<file path="config.mk">
export PLATFORM = sky130hd
export DESIGN_NAME = cmp_sort_controller_flat
export DESIGN_NICKNAME = d
export VERILOG_FILES = /design/src/rtl/cmp_sort_if.sv /design/src/rtl/cmp_sort_controller.sv /design/src/flat_wrapper.sv
export SDC_FILE = /design/constraint.sdc
export NUM_CORES = 1
export LEC_CHECK = 0
export BUFFER_PORTS_ARGS = -buffer_cell sky130_fd_sc_hd__buf_4
export CORE_ASPECT_RATIO = 0.75
export CORE_MARGIN = 2
export CORE_UTILIZATION = 60
export DETAILED_ROUTE_END_ITERATION = 8
export GPL_TIMING_DRIVEN = 0
export PLACE_DENSITY_LB_ADDON = 0.15
export SYNTH_ARGS = -nofsm -noshare
export SYNTH_HDL_FRONTEND = slang
export SYNTH_SLANG_ARGS = --single-unit
export TNS_END_PERCENT = 10
</file>
<file path="constraint.sdc">
create_clock -name clk -period 3.4 [get_ports clk]
set_input_delay 0.34 -clock clk [delete_from_list [all_inputs] [get_ports clk]]
set_output_delay 0.34 -clock clk [all_outputs]
set_load 0.01 [all_outputs]
</file>
<file path="src/rtl/cmp_sort_if.sv">
// Handshake, control and comparator bundle for cmp_sort_controller.
// The slave modport is the sorter's view; master is the surrounding system's view.
interface cmp_sort_if;
    logic       in_valid;
    logic       in_ready;
    logic [3:0] in_data;
    logic       start;
    logic       busy;
    logic       done;
    logic       out_valid;
    logic       out_ready;
    logic [3:0] out_data;
    logic       out_last;
    logic [3:0] cmp_a;
    logic [3:0] cmp_b;
    logic       cmp_less;
    logic       cmp_greater;
    logic       cmp_equal;
    logic [7:0] swap_count;
    logic       cmp_error;

    modport slave (
        input  in_valid, in_data, start, out_ready, cmp_less, cmp_greater, cmp_equal,
        output in_ready, busy, done, out_valid, out_data, out_last, cmp_a, cmp_b,
               swap_count, cmp_error
    );

    modport master (
        output in_valid, in_data, start, out_ready, cmp_less, cmp_greater, cmp_equal,
        input  in_ready, busy, done, out_valid, out_data, out_last, cmp_a, cmp_b,
               swap_count, cmp_error
    );
endinterface

</file>
<file path="src/rtl/cmp_sort_controller.sv">
// Bubble-sort sequencer for 4-bit words: load, sort with one external compare per
// cycle, then drain ascending values over a valid/ready output.
module cmp_sort_controller #(
    parameter int DEPTH = 8
) (
    input  logic       clk,
    input  logic       reset,
    cmp_sort_if.slave  bus
);
    localparam int CW = $clog2(DEPTH + 1);
    localparam int IW = $clog2(DEPTH);

    typedef enum logic [1:0] {S_LOAD, S_SORT, S_DRAIN} state_e;

    state_e                  state_q, state_d;
    logic [DEPTH-1:0][3:0]   mem_q;
    logic [CW-1:0]           cnt_q, cnt_d;
    logic [CW-1:0]           n_q, n_d;
    logic [IW-1:0]           i_q, i_d;
    logic [IW-1:0]           pass_q, pass_d;
    logic [IW-1:0]           rd_q, rd_d;
    logic                    swapped_q, swapped_d;
    logic [7:0]              swc_q, swc_d;
    logic                    err_q, err_d;
    logic                    done_q, done_d;

    logic          load_acc, start_ok, cmp_ok, do_swap, last_i, sort_end;
    logic          out_acc, rd_last;
    logic [CW-1:0] n_start;
    logic [IW-1:0] i_nx;
    logic [3:0]    a_w, b_w;

    assign i_nx     = i_q + IW'(1);
    assign a_w      = mem_q[i_q];
    assign b_w      = mem_q[i_nx];
    assign load_acc = (state_q == S_LOAD) && bus.in_valid && (cnt_q < CW'(DEPTH));
    assign n_start  = cnt_q + CW'(load_acc);
    // A start alongside the first load word is a legal one-word job.
    assign start_ok = (state_q == S_LOAD) && bus.start && ((cnt_q != '0) || load_acc);
    assign cmp_ok   = ( bus.cmp_less & ~bus.cmp_greater & ~bus.cmp_equal) |
                      (~bus.cmp_less &  bus.cmp_greater & ~bus.cmp_equal) |
                      (~bus.cmp_less & ~bus.cmp_greater &  bus.cmp_equal);
    assign do_swap  = (state_q == S_SORT) && cmp_ok && bus.cmp_greater;
    assign last_i   = CW'(i_q) == (n_q - CW'(2) - CW'(pass_q));
    assign sort_end = last_i && (!(swapped_q || do_swap) || (CW'(pass_q) == n_q - CW'(2)));
    assign out_acc  = (state_q == S_DRAIN) && bus.out_ready;
    assign rd_last  = CW'(rd_q) == (n_q - CW'(1));

    always_ff @(posedge clk) begin
        if (reset) begin
            state_q   <= S_LOAD;
            cnt_q     <= '0;
            n_q       <= '0;
            i_q       <= '0;
            pass_q    <= '0;
            rd_q      <= '0;
            swapped_q <= 1'b0;
            swc_q     <= '0;
            err_q     <= 1'b0;
            done_q    <= 1'b0;
        end else begin
            state_q   <= state_d;
            cnt_q     <= cnt_d;
            n_q       <= n_d;
            i_q       <= i_d;
            pass_q    <= pass_d;
            rd_q      <= rd_d;
            swapped_q <= swapped_d;
            swc_q     <= swc_d;
            err_q     <= err_d;
            done_q    <= done_d;
        end
    end

    // Buffer contents need no reset; load and swap never overlap.
    always_ff @(posedge clk) begin
        if (load_acc) mem_q[IW'(cnt_q)] <= bus.in_data;
        if (do_swap) begin
            mem_q[i_q]  <= b_w;
            mem_q[i_nx] <= a_w;
        end
    end

    always_comb begin
        state_d = state_q;
        case (state_q)
            S_LOAD:  if (start_ok) state_d = (n_start == CW'(1)) ? S_DRAIN : S_SORT;
            S_SORT:  if (sort_end) state_d = S_DRAIN;
            S_DRAIN: if (out_acc && rd_last) state_d = S_LOAD;
            default: state_d = S_LOAD;
        endcase
    end

    always_comb begin
        cnt_d     = cnt_q;
        n_d       = n_q;
        i_d       = i_q;
        pass_d    = pass_q;
        rd_d      = rd_q;
        swapped_d = swapped_q;
        swc_d     = swc_q;
        err_d     = err_q;
        done_d    = out_acc && rd_last;
        if (load_acc) cnt_d = cnt_q + CW'(1);
        if (start_ok) begin
            n_d       = n_start;
            i_d       = '0;
            pass_d    = '0;
            rd_d      = '0;
            swapped_d = 1'b0;
            swc_d     = '0;
        end
        if (state_q == S_SORT) begin
            if (!cmp_ok) err_d = 1'b1;
            if (do_swap && swc_q != 8'hFF) swc_d = swc_q + 8'd1;
            if (last_i) begin
                i_d       = '0;
                pass_d    = pass_q + IW'(1);
                swapped_d = 1'b0;
            end else begin
                i_d       = i_nx;
                swapped_d = swapped_q | do_swap;
            end
        end
        if (out_acc) begin
            rd_d = rd_q + IW'(1);
            if (rd_last) cnt_d = '0;
        end
    end

    always_comb begin
        bus.in_ready   = 1'b0;
        bus.busy       = 1'b0;
        bus.out_valid  = 1'b0;
        bus.out_data   = '0;
        bus.out_last   = 1'b0;
        bus.cmp_a      = '0;
        bus.cmp_b      = '0;
        bus.done       = done_q;
        bus.swap_count = swc_q;
        bus.cmp_error  = err_q;
        case (state_q)
            S_LOAD:  bus.in_ready = cnt_q < CW'(DEPTH);
            S_SORT: begin
                bus.busy  = 1'b1;
                bus.cmp_a = a_w;
                bus.cmp_b = b_w;
            end
            S_DRAIN: begin
                bus.busy      = 1'b1;
                bus.out_valid = 1'b1;
                bus.out_data  = mem_q[rd_q];
                bus.out_last  = rd_last;
            end
            default: ;
        endcase
    end
endmodule

</file>
<file path="src/flat_wrapper.sv">
// flat-port wrapper written by rule: the top's interface ports become plain ports
module cmp_sort_controller_flat 
#(
    parameter int DEPTH = 8
)
  (clk, reset, bus_in_valid, bus_in_data, bus_start, bus_out_ready, bus_cmp_less, bus_cmp_greater, bus_cmp_equal, bus_in_ready, bus_busy, bus_done, bus_out_valid, bus_out_data, bus_out_last, bus_cmp_a, bus_cmp_b, bus_swap_count, bus_cmp_error);
  cmp_sort_if bus_i ();
  input  logic clk;
  input  logic reset;
  input wire logic [$bits(bus_i.in_valid)-1:0] bus_in_valid;
  input wire logic [$bits(bus_i.in_data)-1:0] bus_in_data;
  input wire logic [$bits(bus_i.start)-1:0] bus_start;
  input wire logic [$bits(bus_i.out_ready)-1:0] bus_out_ready;
  input wire logic [$bits(bus_i.cmp_less)-1:0] bus_cmp_less;
  input wire logic [$bits(bus_i.cmp_greater)-1:0] bus_cmp_greater;
  input wire logic [$bits(bus_i.cmp_equal)-1:0] bus_cmp_equal;
  output wire logic [$bits(bus_i.in_ready)-1:0] bus_in_ready;
  output wire logic [$bits(bus_i.busy)-1:0] bus_busy;
  output wire logic [$bits(bus_i.done)-1:0] bus_done;
  output wire logic [$bits(bus_i.out_valid)-1:0] bus_out_valid;
  output wire logic [$bits(bus_i.out_data)-1:0] bus_out_data;
  output wire logic [$bits(bus_i.out_last)-1:0] bus_out_last;
  output wire logic [$bits(bus_i.cmp_a)-1:0] bus_cmp_a;
  output wire logic [$bits(bus_i.cmp_b)-1:0] bus_cmp_b;
  output wire logic [$bits(bus_i.swap_count)-1:0] bus_swap_count;
  output wire logic [$bits(bus_i.cmp_error)-1:0] bus_cmp_error;
  assign bus_i.in_valid = bus_in_valid;
  assign bus_i.in_data = bus_in_data;
  assign bus_i.start = bus_start;
  assign bus_i.out_ready = bus_out_ready;
  assign bus_i.cmp_less = bus_cmp_less;
  assign bus_i.cmp_greater = bus_cmp_greater;
  assign bus_i.cmp_equal = bus_cmp_equal;
  assign bus_in_ready = bus_i.in_ready;
  assign bus_busy = bus_i.busy;
  assign bus_done = bus_i.done;
  assign bus_out_valid = bus_i.out_valid;
  assign bus_out_data = bus_i.out_data;
  assign bus_out_last = bus_i.out_last;
  assign bus_cmp_a = bus_i.cmp_a;
  assign bus_cmp_b = bus_i.cmp_b;
  assign bus_swap_count = bus_i.swap_count;
  assign bus_cmp_error = bus_i.cmp_error;
  cmp_sort_controller #(.DEPTH(DEPTH)) u_core (.clk(clk), .reset(reset), .bus(bus_i));
endmodule
</file>
Yosys cells after proc, flatten, opt, wreduce, memory -nomap -nowiden --
Cells that the tools add are included.
Word-level totals: bits in registers 62, output and inout bits 26, logic and storage cells 127
Cells by class: add/sub/neg operators 9, order comparisons 8, equality and inequality tests 10, mux-type cells 45, bitwise logic cells 13, reduce and logical (&&, ||, !) cells 24
Operators by type and width (count):
- 32-bit bitwise mux | 3
- 32-bit 2-to-1 mux | 2
- 4-bit 2-to-1 mux | 12
- 4-bit binary-select mux with 3-bit select | 3
- 4-bit demux with 3-bit select | 3
- 8-bit 2-to-1 mux | 3
- 3-bit 2-to-1 mux | 7
- 3-bit by 4-bit < comparator with 1-bit output (second input constant) | 4
- 1-bit logical AND | 13
- 3-bit by 4-bit equality test with 1-bit output | 3
- 3-bit by 1-bit adder with 3-bit output (second input constant) | 3
- 3-bit by 1-bit >= comparator with 1-bit output (second input constant) | 3
- 8-bit by 1-bit adder with 8-bit output (second input constant) | 1
- 2-bit 2-to-1 mux | 4
- 8-bit inequality test (second input constant) | 1
- 1-bit 2-to-1 mux | 7
- 1-bit bitwise AND | 6
- 2-bit by 1-bit inequality test with 1-bit output (second input constant) | 3
- 2-bit one-hot mux with 3 select lines | 1
- 4-bit by 1-bit adder with 4-bit output | 1
- 4-bit by 1-bit adder with 4-bit output (second input constant) | 1
- 4-bit by 1-bit equality test with 1-bit output (second input constant) | 1
- 4-bit < comparator (second input constant) | 1
- 1-bit inverter | 4
- 14 further kinds | 19

Logic depth before layout (Yosys ltp) --
depth in word-level cells 13, depth in mapped cells 11, mapped depth without buffers 11

Worst setup path before layout --
OpenSTA, ideal clock, no wires.
kind flip-flop to flip-flop, start reg u_core.state_q[0], end reg u_core.state_q[0], data arrival time 2.250 ns, setup slack 1.079 ns, cell stages (with the launch flop) 11, path buffers 0, period minus slack after synthesis 2.321 ns, path through dfxtp_1 -> inv_1 -> ha_1 -> nor2b_1 -> and2_1 -> ha_1 -> ha_1 -> xnor2_1 -> and4b_1 -> or3b_2 -> mux2i_1
On the way: longest elaborated chain between the ends 9
Ends and longest elaborated chain:
- from (decl) | RTL line cmp_sort_controller.sv:15 | state_e state_q, state_d;
- from (signal assigned) | RTL line cmp_sort_controller.sv:62 | state_q <= state_d;
- branches (longest 9 deep; another with 4-bit by 1-bit adder with 4-bit output)
Parallel ways; which one is timed is not known. The select of a mux whose other input is x is not followed. A chain may end at the register's enable or synchronous reset.

Final worst setup path --
start reg u_core.i_q[1], end out bus_cmp_b[3]
On the way: longest elaborated chain between the ends 4
Ends and longest elaborated chain:
- from (decl) | RTL line cmp_sort_controller.sv:19 | logic [IW-1:0] i_q, i_d;
- from (signal assigned) | RTL line cmp_sort_controller.sv:65 | i_q <= i_d;
- 3-bit by 1-bit adder with 3-bit output | RTL line cmp_sort_controller.sv:33 | assign i_nx = i_q + IW'(1);
- 4-bit binary-select mux with 3-bit select | RTL line cmp_sort_controller.sv:35 | assign b_w = mem_q[i_nx];
- 4-bit 2-to-1 mux (not written as such) | RTL line cmp_sort_controller.sv:35
- 4-bit 2-to-1 mux | RTL line cmp_sort_controller.sv:142 | case (state_q)
- to (decl) | RTL line flat_wrapper.sv:24 | output wire logic [$bits(bus_i.cmp_b)-1:0] bus_cmp_b;
No other way between the ends. The select of a mux whose other input is x is not followed.

==> flow_summary.toml <==
[run_status]
status = "completed"

[clocking]
ctsLongestPathBuffers = 2
cts_hold_buf = 0
clock_sinks = 62
clk_latency_ns = 0.35
cts.reportedPaths.clkPinSlew_ns = 0.08
cts_made_buffers = 9
cts-resized-gates = 0
cts_tree = "done"
cts_setup_buffers = 0
htreeDepth = 3
clockRootBuffer = "clkbuf_8"

[route]
vias_per_cell = 6.62
drc = 0
dr_total_vias = 4305
routedWlPerCell_um = 21.4
drt-pass1-iter-count = 5
drtIter0Drc = 624
drtAntennaViolNets = 0
wl_mm = 13.9

[yosys]
yosys.cell_count.top_type = "dfxtp_1"
ys_warn_count = 0
yosys-top-cells-count = "62 x dfxtp_1, 50 x nor2_1, 37 x mux2i_1, 34 x nand2_1, 30 x a21oi_1"
syn_nets = 532
syn_inst = 502
yosys_register_bits = 62
synthArstFlopShare = 0
synth.top_cell.area_share = 0.277
syn_area_per_cell_um2 = 8.94
syn_area_um2 = 4490
yosys_most_used_dff = "dfxtp_1"
synth.distinct_cells = 65
synth_seq_area_share = 0.277
ys_top_cells_by_area = "dfxtp_1 28%, mux4_2 9.5%, mux2i_1 8.3%"
yosys.area.top_type = "dfxtp_1"
synth_edf_count = 0

[timing]
setup_viol = 0
period_share = 0.902
drv_slew = 0
rsz0062_at_grt = "false"
hold_violations = 0
tns_ns = 0
fmax_mhz = 326
layout_min_cycle_time_ns = 3.07
clock_skew_ns = 0.0127
max-slew-margin-rel = 0.183
tightest_slew_ns = 1.22

[critical_path]
cp.required_ns = 3.06
cp_top_family = "multiplexers"
critical_path.endpoint_type = "output pin"
critical_path_arrival_ns = 2.73
cp-start-kind = "flip-flop"
path_cells = "ha_1 > xor2_4 > mux4_2 > mux2i_4 > nor2b_1 > buf_4"
critPathKind = "reg2out"
path_max_fanout = 9
slowest_stage = "mux4_2"
critPathBufInv = 1
slowest_delay_ns = 0.58

[power]
pwr-share-comb = 0.475
pwr-share-clk = 0.217
sw_frac_of_total = 0.415
power.density_nw_per_um2 = 687
leakage_uw = 0.00192
switchingPower_uw = 1450
seq_power_share = 0.309
power_uw = 3490
ir_drop_v = 0.000296
internal-power_uw = 2040

[hold_path]
holdCritPathClass = "in2reg"

[cells_and_area]
final_nets = 575
drive_above_1_share = 0.193
fillers = 602
num_antenna_cells = 0
syn_to_final_growth_pct = 13.1
final_area_um2 = 5080

[floorplanning]
core_area_um2 = 7300
die_h_um = 78.9
row_count = 27
io_pins = 38
initial_core_util = 0.615
die_width_um = 104
die_area_um2 = 8190

[grt]
grt_overflow = 0
grt_pass1_vias = 3938
grtUsageTotal = 0.343
grt_max_degree = 11
antenna_found_initial = 0
grt_pass1_wl_mm = 21.5

[placement]
dpl_cell_area_um2 = 4850
io_buffer_count = 32
place_hpwl_mm = 10.1
place_congestion = 0.941

[flow_run]
drv_cap = 0
==> power by group through the flow <==
| stage | Clock [uW] | Combinational [uW] | Sequential, uW |
|---|---|---|---|
| after floorplan | 0 | 1190 | 993 |
| final | 755 | 1660 | 1080 |
| after detailed placement | 0 | 1600 | 1080 |
| after global routing | 798 | 1760 | 1090 |
| after global placement | 0 | 1570 | 1070 |
| after CTS | 762 | 1610 | 1060 |
==> flip-flops by register name (all words and copies together), names as in the netlist, 2 cells and up <==
name,flops
u_core.rd_q,3
u_core.n_q,4
u_core.cnt_q,4
u_core.mem_q,32
u_core.bus.swap_count,8
u_core.pass_q,3
u_core.state_q,2
u_core.i_q,3
==> tightest hold or removal path: cells and delay by family <==
family / cells / cell delay, ns
and+or+nand+nor: 1 / 0.09
AOI/OAI and AO/OA: 1 / 0.06
buffers and inverters: 1 / 0.13
==> layout make-up <==
type,instances,area [um2],share of cell area
multi-input combinational,393,3010,0.593
sequential,62,1240,0.245
timing repair buffer,32,240,0.0473
buffer,32,178,0.0350
clock buffer,12,155,0.0306
tap,101,126,0.0249
clock inverter,3,67.6,0.0133
inverter,15,56.3,0.0111
==> cells in the final DEF, fill, tap and decap left out, drive strengths merged, types with 10 or more instances in the layout <==
master	netlist	routed
a21oi	30	30
a22oi	22	22
and2	10	10
buf	21	53
clkbuf	11	23
dfxtp	62	62
ha	17	17
inv	15	15
mux2i	39	39
mux4	20	20
nand2	34	34
nand2b	10	10
nand3	11	11
nor2	51	51
nor2b	16	16
o21ai	17	17
o22ai	29	29
==> cell families after synthesis <==
| family | Yosys count | share of synthesized area |
|---|---|---|
| and+or+nand+nor | 161 | 0.179 |
| DFF | 62 | 0.277 |
| buffers and inverters | 47 | 0.0521 |
| muxes | 67 | 0.212 |
| xor gates and xnor gates | 16 | 0.0354 |
| AOI/OAI and AO/OA | 131 | 0.193 |
| adders and majority gates | 18 | 0.0519 |
==> routing by layer <==
metal / share of wire / vias to the layer above / routed length (um) / GRT usage
met5: 0 / - / 0 / 0
met4: 0.020 / 0 / 277 / 0.126
met2: 0.42 / 288 / 5870 / 0.498
li1: - / 1954 / - / -
met1: 0.43 / 2030 / 6000 / 0.481
met3: 0.13 / 33 / 1760 / 0.109
==> metrics by stage <==
| step | setup slack [ns] | hold slack [ns] | util | instances |
|---|---|---|---|---|
| finish | 0.332 | 0.315 | 0.696 | 650 |
| global route | 0.252 | 0.328 | 0.696 | 650 |
| CTS | 0.365 | 0.308 | 0.696 | 650 |
| detailed placement | 0.747 | 0.474 | 0.665 | 635 |
| global placement | 0.735 | 0.454 | 0.665 | 635 |
| floorplan | 1.08 | 0.452 | - | 502 |
==> path summary, 6_finish.rpt <==
check | start | endpoint | slack [ns] | cells past startpoint
worst max-delay path | u_core.i_q[1] | bus_cmp_b[3] | 0.33 | 6
worst min-delay path | bus_out_ready | u_core.rd_q[2] | 0.32 | 3
worst max register to register | u_core.n_q[1] | u_core.state_q[0] | 0.76 | 10
worst min register to register | u_core.bus.cmp_error | u_core.bus.cmp_error | 0.49 | 2
Note: power is estimated with default switching activity, not from simulation.
